**src/rtl/prt_frame_drainer.sv**
```systemverilog
// Drains one Packet Reference Table slot onto a valid/ready egress stream,
// then invalidates the slot so the table can reuse it.
module prt_frame_drainer #(
    parameter int DATA_WIDTH    = 8,
    parameter int NUM_SLOTS     = 2,
    parameter int MEM_DEPTH     = 1518,
    parameter int START_TIMEOUT = 16,
    localparam int SW = (NUM_SLOTS > 1) ? $clog2(NUM_SLOTS) : 1,
    localparam int LW = $clog2(MEM_DEPTH + 1)
) (
    input  logic                  CLK,
    input  logic                  RST,
    input  logic                  EN_drain_slot,
    input  logic [SW-1:0]         drain_slot,
    output logic                  RDY_drain_slot,
    output logic                  EN_start_reading_prt_entry,
    output logic [SW-1:0]         start_reading_prt_entry_slot,
    input  logic                  RDY_start_reading_prt_entry,
    output logic                  EN_read_prt_entry,
    input  logic [DATA_WIDTH:0]   read_prt_entry,
    input  logic                  RDY_read_prt_entry,
    output logic                  EN_invalidate_prt_entry,
    output logic [SW-1:0]         invalidate_prt_entry_slot,
    input  logic                  RDY_invalidate_prt_entry,
    output logic [DATA_WIDTH-1:0] tx_data,
    output logic                  tx_valid,
    output logic                  tx_last,
    input  logic                  tx_ready,
    output logic                  frame_done,
    output logic [LW-1:0]         frame_len,
    output logic                  drain_error
);

    localparam int TW = $clog2(START_TIMEOUT + 1);

    typedef enum logic [2:0] {
        S_IDLE, S_OPEN, S_FETCH, S_WAIT, S_HOLD, S_INVAL
    } state_t;

    state_t                state_q, state_d;
    logic [SW-1:0]         slot_q, slot_d;
    logic [LW-1:0]         byte_cnt_q, byte_cnt_d;
    logic [TW-1:0]         tout_q, tout_d;
    logic                  ovf_q, ovf_d;
    logic [DATA_WIDTH-1:0] tx_data_q, tx_data_d;
    logic                  tx_valid_q, tx_valid_d;
    logic                  tx_last_q, tx_last_d;
    logic [LW-1:0]         frame_len_q, frame_len_d;

    logic fire_start, fire_read, fire_inval, accept, timeout;

    // Strobes depend on the live RDY inputs, so they are decoded from state
    // in the same cycle rather than registered.
    always_comb begin
        accept     = (state_q == S_HOLD) && tx_valid_q && tx_ready;
        fire_start = (state_q == S_OPEN) && RDY_start_reading_prt_entry;
        timeout    = (state_q == S_OPEN) && !RDY_start_reading_prt_entry &&
                     (tout_q == TW'(START_TIMEOUT));
        fire_read  = RDY_read_prt_entry &&
                     ((state_q == S_FETCH) || (accept && !tx_last_q));
        fire_inval = (state_q == S_INVAL) && RDY_invalidate_prt_entry;

        state_d     = state_q;
        slot_d      = slot_q;
        byte_cnt_d  = byte_cnt_q;
        tout_d      = tout_q;
        ovf_d       = ovf_q;
        tx_data_d   = tx_data_q;
        tx_valid_d  = tx_valid_q;
        tx_last_d   = tx_last_q;
        frame_len_d = frame_len_q;

        unique case (state_q)
            S_IDLE: begin
                if (EN_drain_slot) begin
                    slot_d     = drain_slot;
                    byte_cnt_d = '0;
                    tout_d     = '0;
                    ovf_d      = 1'b0;
                    state_d    = S_OPEN;
                end
            end
            S_OPEN: begin
                if (fire_start) begin
                    state_d = S_FETCH;
                end else if (timeout) begin
                    frame_len_d = byte_cnt_q;
                    state_d     = S_IDLE;
                end else begin
                    tout_d = tout_q + TW'(1);
                end
            end
            S_FETCH: begin
                if (fire_read) state_d = S_WAIT;
            end
            S_WAIT: begin
                tx_data_d  = read_prt_entry[DATA_WIDTH-1:0];
                tx_valid_d = 1'b1;
                byte_cnt_d = byte_cnt_q + LW'(1);
                if (read_prt_entry[DATA_WIDTH]) begin
                    tx_last_d = 1'b1;
                end else if (byte_cnt_q + LW'(1) == LW'(MEM_DEPTH)) begin
                    // Table holds no more bytes: close the frame and report it.
                    tx_last_d = 1'b1;
                    ovf_d     = 1'b1;
                end else begin
                    tx_last_d = 1'b0;
                end
                state_d = S_HOLD;
            end
            S_HOLD: begin
                if (accept) begin
                    tx_valid_d = 1'b0;
                    tx_last_d  = 1'b0;
                    if (tx_last_q)        state_d = S_INVAL;
                    else if (fire_read)   state_d = S_WAIT;
                    else                  state_d = S_FETCH;
                end
            end
            S_INVAL: begin
                if (fire_inval) begin
                    frame_len_d = byte_cnt_q;
                    state_d     = S_IDLE;
                end
            end
            default: state_d = S_IDLE;
        endcase
    end

    always_ff @(posedge CLK) begin
        if (RST) begin
            state_q     <= S_IDLE;
            slot_q      <= '0;
            byte_cnt_q  <= '0;
            tout_q      <= '0;
            ovf_q       <= 1'b0;
            tx_data_q   <= '0;
            tx_valid_q  <= 1'b0;
            tx_last_q   <= 1'b0;
            frame_len_q <= '0;
        end else begin
            state_q     <= state_d;
            slot_q      <= slot_d;
            byte_cnt_q  <= byte_cnt_d;
            tout_q      <= tout_d;
            ovf_q       <= ovf_d;
            tx_data_q   <= tx_data_d;
            tx_valid_q  <= tx_valid_d;
            tx_last_q   <= tx_last_d;
            frame_len_q <= frame_len_d;
        end
    end

    assign RDY_drain_slot               = (state_q == S_IDLE);
    assign EN_start_reading_prt_entry   = fire_start;
    assign EN_read_prt_entry            = fire_read;
    assign EN_invalidate_prt_entry      = fire_inval;
    assign start_reading_prt_entry_slot = slot_q;
    assign invalidate_prt_entry_slot    = slot_q;
    assign tx_data                      = tx_data_q;
    assign tx_valid                     = tx_valid_q;
    assign tx_last                      = tx_last_q;
    assign frame_len                    = frame_len_q;
    assign frame_done                   = fire_inval && !ovf_q;
    assign drain_error                  = (fire_inval && ovf_q) || timeout;

endmodule
```
**config.mk**
```make
export PLATFORM = sky130hd
export DESIGN_NAME = prt_frame_drainer
export DESIGN_NICKNAME = d
export VERILOG_FILES = /design/src/rtl/prt_frame_drainer.sv
export SDC_FILE = /design/constraint.sdc
export NUM_CORES = 1
export LEC_CHECK = 0
export CAP_MARGIN = 20
export CORE_ASPECT_RATIO = 0.5
export CORE_MARGIN = 2
export CORE_UTILIZATION = 54
export CTS_CLUSTER_SIZE = 14
export DETAILED_ROUTE_END_ITERATION = 8
export PLACE_DENSITY = 0.84
export SYNTH_ARGS = -nofsm -noshare
export SYNTH_HDL_FRONTEND = slang
export SYNTH_SLANG_ARGS = --single-unit
```
**constraint.sdc**
```tcl
create_clock -name CLK -period 3.5 [get_ports CLK]
set_clock_uncertainty 0.15 [all_clocks]
set_input_delay 0.525 -clock CLK [delete_from_list [all_inputs] [get_ports CLK]]
set_output_delay 0.525 -clock CLK [all_outputs]
set_load 0.01 [all_outputs]
```
==> flow_metrics.env, run 1 <==
export IMPL_cp_end_kind="output pin"
export IMPL_syn_cell_area_mm2=0.00212
export IMPL_arrival_ns=2.15
export IMPL_hp_class="reg2reg"
export IMPL_grt_ovfl_total=0
export IMPL_rsz0062_at_grt="false"
export IMPL_ys_ff_latch=42
export IMPL_p_leak_nw=0.875
export IMPL_synth_area_per_cell_um2=8.04
export IMPL_path_delay_family="buffers and inverters"
export IMPL_dr_first_iter_drc_count=61
export IMPL_min_period_over_period=0.808
export IMPL_root_buffer="clkbuf_8"
export IMPL_drt_first_pass_iters=4
export IMPL_post_route_min_period_ns=2.83
export IMPL_path_class="in2out"
export IMPL_cp_required_ns=2.82
export IMPL_hold_viol=0
export IMPL_die_x_um=92.5
export IMPL_dieHeight_um=48.3
export IMPL_antenna_found_initial=0
export IMPL_outcome="complete, no violations"
export IMPL_slew_headroom=0.637
export IMPL_viasPerCell=5.63
export IMPL_synth_ff_type="dfxtp_1"
export IMPL_fmax_ghz=0.354
export IMPL_total_power_w=0.00137
export IMPL_nets=320
export IMPL_final_cell_mix="45 x clkdlybuf4s50_1, 42 x dfxtp_1, 34 x nand2_1"
export IMPL_critical_path_max_stage_delay_ns=0.56
export IMPL_drcViolationCount=0
export IMPL_pin_count=46
export IMPL_diodes=0
export IMPL_dieArea_mm2=0.00447
export IMPL_htree_num_levels=2
export IMPL_design_core_area_mm2=0.00382
export IMPL_grt_pass1_wl_um=7330
export IMPL_irDropWorstVdd_mv=0.231
export IMPL_synth_edff_count=0
export IMPL_yosysSeqAreaShare=0.397
export IMPL_clock_path_buffers=2
export IMPL_row_count=16
export IMPL_initial_core_util=0.553
export IMPL_worst_pin_slew_ns=0.543
export IMPL_wl_per_cell_um=13.6
export IMPL_crit_path_max_fanout=3
export IMPL_cpMostUsedCell="clkdlybuf4s50_1"
export IMPL_cts_tree="built"
export IMPL_ant_nets=0
export IMPL_clkTransAtPathRegs_ns=0.08
export IMPL_ys_warn_count=0
export IMPL_num_vias=1988
export IMPL_gp_congestion=0.840
export IMPL_cts_sinks=42
export IMPL_area_growth_syn_to_layout_pct=27.0
export IMPL_synth_nets=284
export IMPL_clk_latency_ns=0.30
export IMPL_grt_max_degree=42
export IMPL_wl_um=4790
export IMPL_post_cts_buffers=0
export IMPL_setup_violations=0
export IMPL_fin_hold_ws_ns=0.304
export IMPL_layout_cells_most_common="clkdlybuf4s50_1"
export IMPL_cp_start_kind="input port"
export IMPL_cp_cell_sequence="clkdlybuf4s50_1, nand2_1, nor3_1, a21oi_1, nor3b_1, clkdlybuf4s50_1"
export IMPL_grt_usage=0.210
export IMPL_synth_distinct_cells=48
export IMPL_drv_slew=0
export IMPL_tns_ns=0
export IMPL_io_buffers=45
export IMPL_syn_instance_count=263
export IMPL_cp_slowest_cell="clkdlybuf4s50_1"
export IMPL_path_buf_inv=2
export IMPL_grt_pass1_vias=1625
export IMPL_dp_hpwl_um=3270
export IMPL_numCtsBuffers=5
export IMPL_p_per_area_mw_per_mm2=511
export IMPL_holdBufCountCts=0
export IMPL_synthArstFlopShare=0
export IMPL_drive_above_1_share=0.0736
export IMPL_drv_cap=0
export IMPL_cts_resized=0
per-layer routing:
layer | part of all wire | track usage | routed length [um] | vias up
li1 | - | - | - | 997
met1 | 0.48 | 0.277 | 2310 | 930
met2 | 0.45 | 0.362 | 2170 | 57
met3 | 0.054 | 0.0510 | 260 | 4
met4 | 0.0090 | 0.0567 | 43 | 0
met5 | 0 | 0 | 0 | -
layout make-up:
| cell class | count | area [um2] |
|---|---|---|
| flip-flops and latches | 42 | 841 |
| clock buffers | 6 | 82.6 |
| multi-input cells | 196 | 1170 |
| repair buffers | 49 | 480 |
| inverters | 5 | 18.8 |
| fillers | 325 | 1140 |
| clock inverters | 1 | 30.0 |
| well taps | 54 | 67.6 |
stage by stage:
| stage | util | setup WS [ns] | area (um2) | cells |
|---|---|---|---|---|
| 2_1_floorplan | - | 1.57 | 2120 | 263 |
| 3_3_place_gp | 0.673 | 0.731 | 2570 | 346 |
| 3_5_place_dp | 0.673 | 0.706 | 2570 | 346 |
| 4_1_cts | 0.703 | 0.702 | 2690 | 353 |
| 5_1_grt | 0.703 | 0.445 | 2690 | 353 |
| 6_report | 0.703 | 0.672 | 2690 | 353 |
path summary, 6_finish.rpt:
path / slack [ns] / from / cells past startpoint / endpoint
setup / recovery: 0.67 / tx_ready / 6 / EN_read_prt_entry
hold / removal: 0.30 / tx_data[6] / 2 / tx_data[6]
setup reg to reg: 1.32 / state_q[0] / 5 / tout_q[2]
hold reg to reg: 0.30 / tx_data[6] / 2 / tx_data[6]
power breakdown:
part           switching (W)  internal [W]
Sequential         0.0000726      0.000511
Combinational       0.000214      0.000183
Clock               0.000164      0.000228
Total               0.000451      0.000923
cells in the mapped netlist, types with 2 or more instances:
cell type	n	share of area
dfxtp_1	42	0.40
nand2_1	34	0.060
nor2_1	33	0.059
a21oi_1	31	0.073
clkbuf_1	14	0.025
mux2i_1	13	0.061
nor3_1	12	0.028
nand3_1	8	0.019
o21ai_0	8	0.019
a211oi_1	5	0.018
inv_1	5	0.0089
ha_1	4	0.024
nand3b_1	4	0.014
o2111ai_1	4	0.017
xor2_1	4	0.017
buf_2	3	0.0071
buf_4	3	0.011
a31oi_1	2	0.0059
and3_2	2	0.0071
nand2b_1	2	0.0059
nand4b_1	2	0.0083
o22ai_1	2	0.0059
tightest hold or removal path, stage by stage (launching register included):
cell	delay, ns
dfxtp_1	0.31
nand2_1	0.05
a21oi_1	0.05
cell families after synthesis:
group | after synthesis | share of synthesized area
simple gates | 111 | 0.254
fa+ha+maj | 4 | 0.0237
buf+inv | 25 | 0.0514
compound gates | 62 | 0.186
mux | 14 | 0.0668
flops | 42 | 0.397
xor+xnor | 5 | 0.0207
state kept, by name, summed over array words and instances (netlist names):
signal,cells
state_q,3
tx_last,1
tout_q,5
invalidate_prt_entry_slot,1
tx_data,8
ovf_q,1
frame_len,11
tx_valid,1
byte_cnt_q,11
Note: power is estimated with default switching activity, not from simulation.
==> inputs of run 2 (changes only) <==
--- a/config.mk
+++ b/config.mk
@@ -8,10 +8,10 @@
 export CAP_MARGIN = 20
 export CORE_ASPECT_RATIO = 0.5
 export CORE_MARGIN = 2
-export CORE_UTILIZATION = 54
+export CORE_UTILIZATION = 50
 export CTS_CLUSTER_SIZE = 14
 export DETAILED_ROUTE_END_ITERATION = 8
-export PLACE_DENSITY = 0.84
+export PLACE_DENSITY = 0.79
 export SYNTH_ARGS = -nofsm -noshare
 export SYNTH_HDL_FRONTEND = slang
 export SYNTH_SLANG_ARGS = --single-unit
==> constraint.sdc (replaced) <==
create_clock -name CLK -period 2.7 [get_ports CLK]
set_clock_uncertainty 0.15 [all_clocks]
set_input_delay 0.405 -clock CLK [delete_from_list [all_inputs] [get_ports CLK]]
set_output_delay 0.405 -clock CLK [all_outputs]
set_load 0.01 [all_outputs]
==> flow_metrics.env, run 2 (synthesis results as in run 1) <==
export IMPL_io_buffers=45
export IMPL_diodes=0
export IMPL_numCtsBuffers=5
export IMPL_num_vias=1998
export IMPL_htree_num_levels=2
export IMPL_viasPerCell=5.64
export IMPL_arrival_ns=2.00
export IMPL_hp_class="reg2reg"
export IMPL_root_buffer="clkbuf_8"
export IMPL_grt_ovfl_total=0
export IMPL_worst_pin_slew_ns=0.574
export IMPL_cp_start_kind="input port"
export IMPL_clkPwrFrac=0.246
export IMPL_cp_end_kind="output pin"
export IMPL_min_period_over_period=0.945
export IMPL_initial_core_util=0.531
export IMPL_cp_slowest_cell="clkdlybuf4s50_1"
export IMPL_dr_first_iter_drc_count=98
export IMPL_pin_count=46
export IMPL_layout_cells_most_common="clkdlybuf4s50_1"
export IMPL_outcome="complete, no violations"
export IMPL_area_growth_syn_to_layout_pct=26.1
export IMPL_cpMostUsedCell="clkdlybuf4s50_1"
export IMPL_holdBufCountCts=0
export IMPL_wl_um=4910
export IMPL_final_cell_mix="44 x clkdlybuf4s50_1, 41 x dfxtp_1, 34 x nand2_1"
export IMPL_cp_cell_sequence="clkdlybuf4s50_1, nor2b_1, nand4_1, a21oi_1, clkdlybuf4s50_1"
export IMPL_irDropWorstVdd_mv=0.295
export IMPL_drt_first_pass_iters=5
export IMPL_fin_hold_ws_ns=0.310
export IMPL_clkTransAtPathRegs_ns=0.08
export IMPL_clock_path_buffers=2
export IMPL_fmax_ghz=0.392
export IMPL_drv_slew=0
export IMPL_grt_pass1_vias=1890
export IMPL_antenna_found_initial=0
export IMPL_crit_path_max_fanout=3
export IMPL_nets=320
export IMPL_grt_usage=0.224
export IMPL_drive_above_1_share=0.0767
export IMPL_design_core_area_mm2=0.00398
export IMPL_p_int_w=0.00111
export IMPL_gp_congestion=0.888
export IMPL_p_comb_frac=0.308
export IMPL_setup_violations=0
export IMPL_clk_latency_ns=0.29
export IMPL_grt_pass1_wl_um=8440
export IMPL_row_count=16
export IMPL_p_per_area_mw_per_mm2=636
export IMPL_die_x_um=96.0
export IMPL_p_leak_nw=0.884
export IMPL_drv_cap=0
export IMPL_p_seq_frac=0.446
export IMPL_grt_max_degree=43
export IMPL_critical_path_max_stage_delay_ns=0.55
export IMPL_cts_sinks=42
export IMPL_netSwitchingPower_w=0.000590
export IMPL_post_cts_buffers=0
export IMPL_slew_headroom=0.616
export IMPL_tns_ns=0
export IMPL_dieHeight_um=50
export IMPL_switching_share=0.348
export IMPL_drcViolationCount=0
export IMPL_wl_per_cell_um=13.9
export IMPL_path_class="in2out"
export IMPL_cp_required_ns=2.14
export IMPL_dieArea_mm2=0.00480
export IMPL_rsz0062_at_grt="false"
export IMPL_ant_nets=0
export IMPL_cts_tree="built"
export IMPL_ff2ff_setup_slack_ns=0.52
export IMPL_hold_viol=0
export IMPL_dp_hpwl_um=3480
export IMPL_post_route_min_period_ns=2.55
==> run 2: cell count changes in the layout (fill, tap and decap cells not counted) <==
cell	change
bufinv_16	-1
dlymetal6s2s_1	+1
dfxtp_2	+1
dfxtp_1	-1
clkdlybuf4s50_1	-1
clkbuf_1	+1
clkinv_2	+1
==> run 2: routing by layer <==
metal / part of all wire / up-vias / GRT usage
li1: - / 1003 / -
met1: 0.48 / 929 / 0.300
met2: 0.44 / 61 / 0.345
met3: 0.067 / 5 / 0.0642
met4: 0.0094 / 0 / 0.0762
met5: 0 / - / 0
==> run 2: critical path, delay by kind of cell <==
kind | cells | cell delay, ns
compound gates | 1 | 0.16
buf+inv | 2 | 1.00
simple gates | 2 | 0.43
==> run 2: layout make-up <==
| class | count | area (um2) |
|---|---|---|
| fillers | 357 | 1320 |
| multi-input cells | 196 | 1170 |
| flip-flops and latches | 42 | 842 |
| repair buffers | 49 | 483 |
| clock buffers | 7 | 86.3 |
| well taps | 54 | 67.6 |
| inverters | 5 | 18.8 |
| clock inverters | 1 | 5.00 |
==> run 2: worst paths after layout <==
check / to / start / depth (start not counted)
worst max-delay path: drain_error / RDY_start_reading_prt_entry / 5
worst max register to register: state_q[1] / state_q[0] / 5
worst min register to register: tx_data[7] / tx_data[7] / 2
worst min-delay path: tx_data[7] / tx_data[7] / 2
==> run 2: what timing repair did <==
action                                  CTS  global route
endpoints found under the setup margin    0             1
resized for setup                         0             2
endpoints found under the hold margin     0             0
==> run 2: stage by stage <==
stage                     area (um2)  total power (W)  utilization  worst slack (ns)  instances
after floorplan                 2120          0.00111            -             0.787        263
after global placement          2570          0.00127        0.646             0.163        346
after detailed placement        2570          0.00129        0.646             0.134        346
after CTS                       2670          0.00170        0.669             0.125        354
after global routing            2670          0.00180        0.670            0.0213        354
final                           2670          0.00170        0.670             0.148        354
==> run 2: power groups by stage <==
| stage | combinational, W | clock [W] | sequential [W] |
|---|---|---|---|
| 3_5_place_dp | 0.000519 | 0 | 0.000767 |
| 4_1_cts | 0.000521 | 0.000427 | 0.000753 |
| 5_1_grt | 0.000581 | 0.000453 | 0.000770 |
| 6_report | 0.000522 | 0.000417 | 0.000757 |
| 2_1_floorplan | 0.000397 | 0 | 0.000716 |
| 3_3_place_gp | 0.000508 | 0 | 0.000764 |
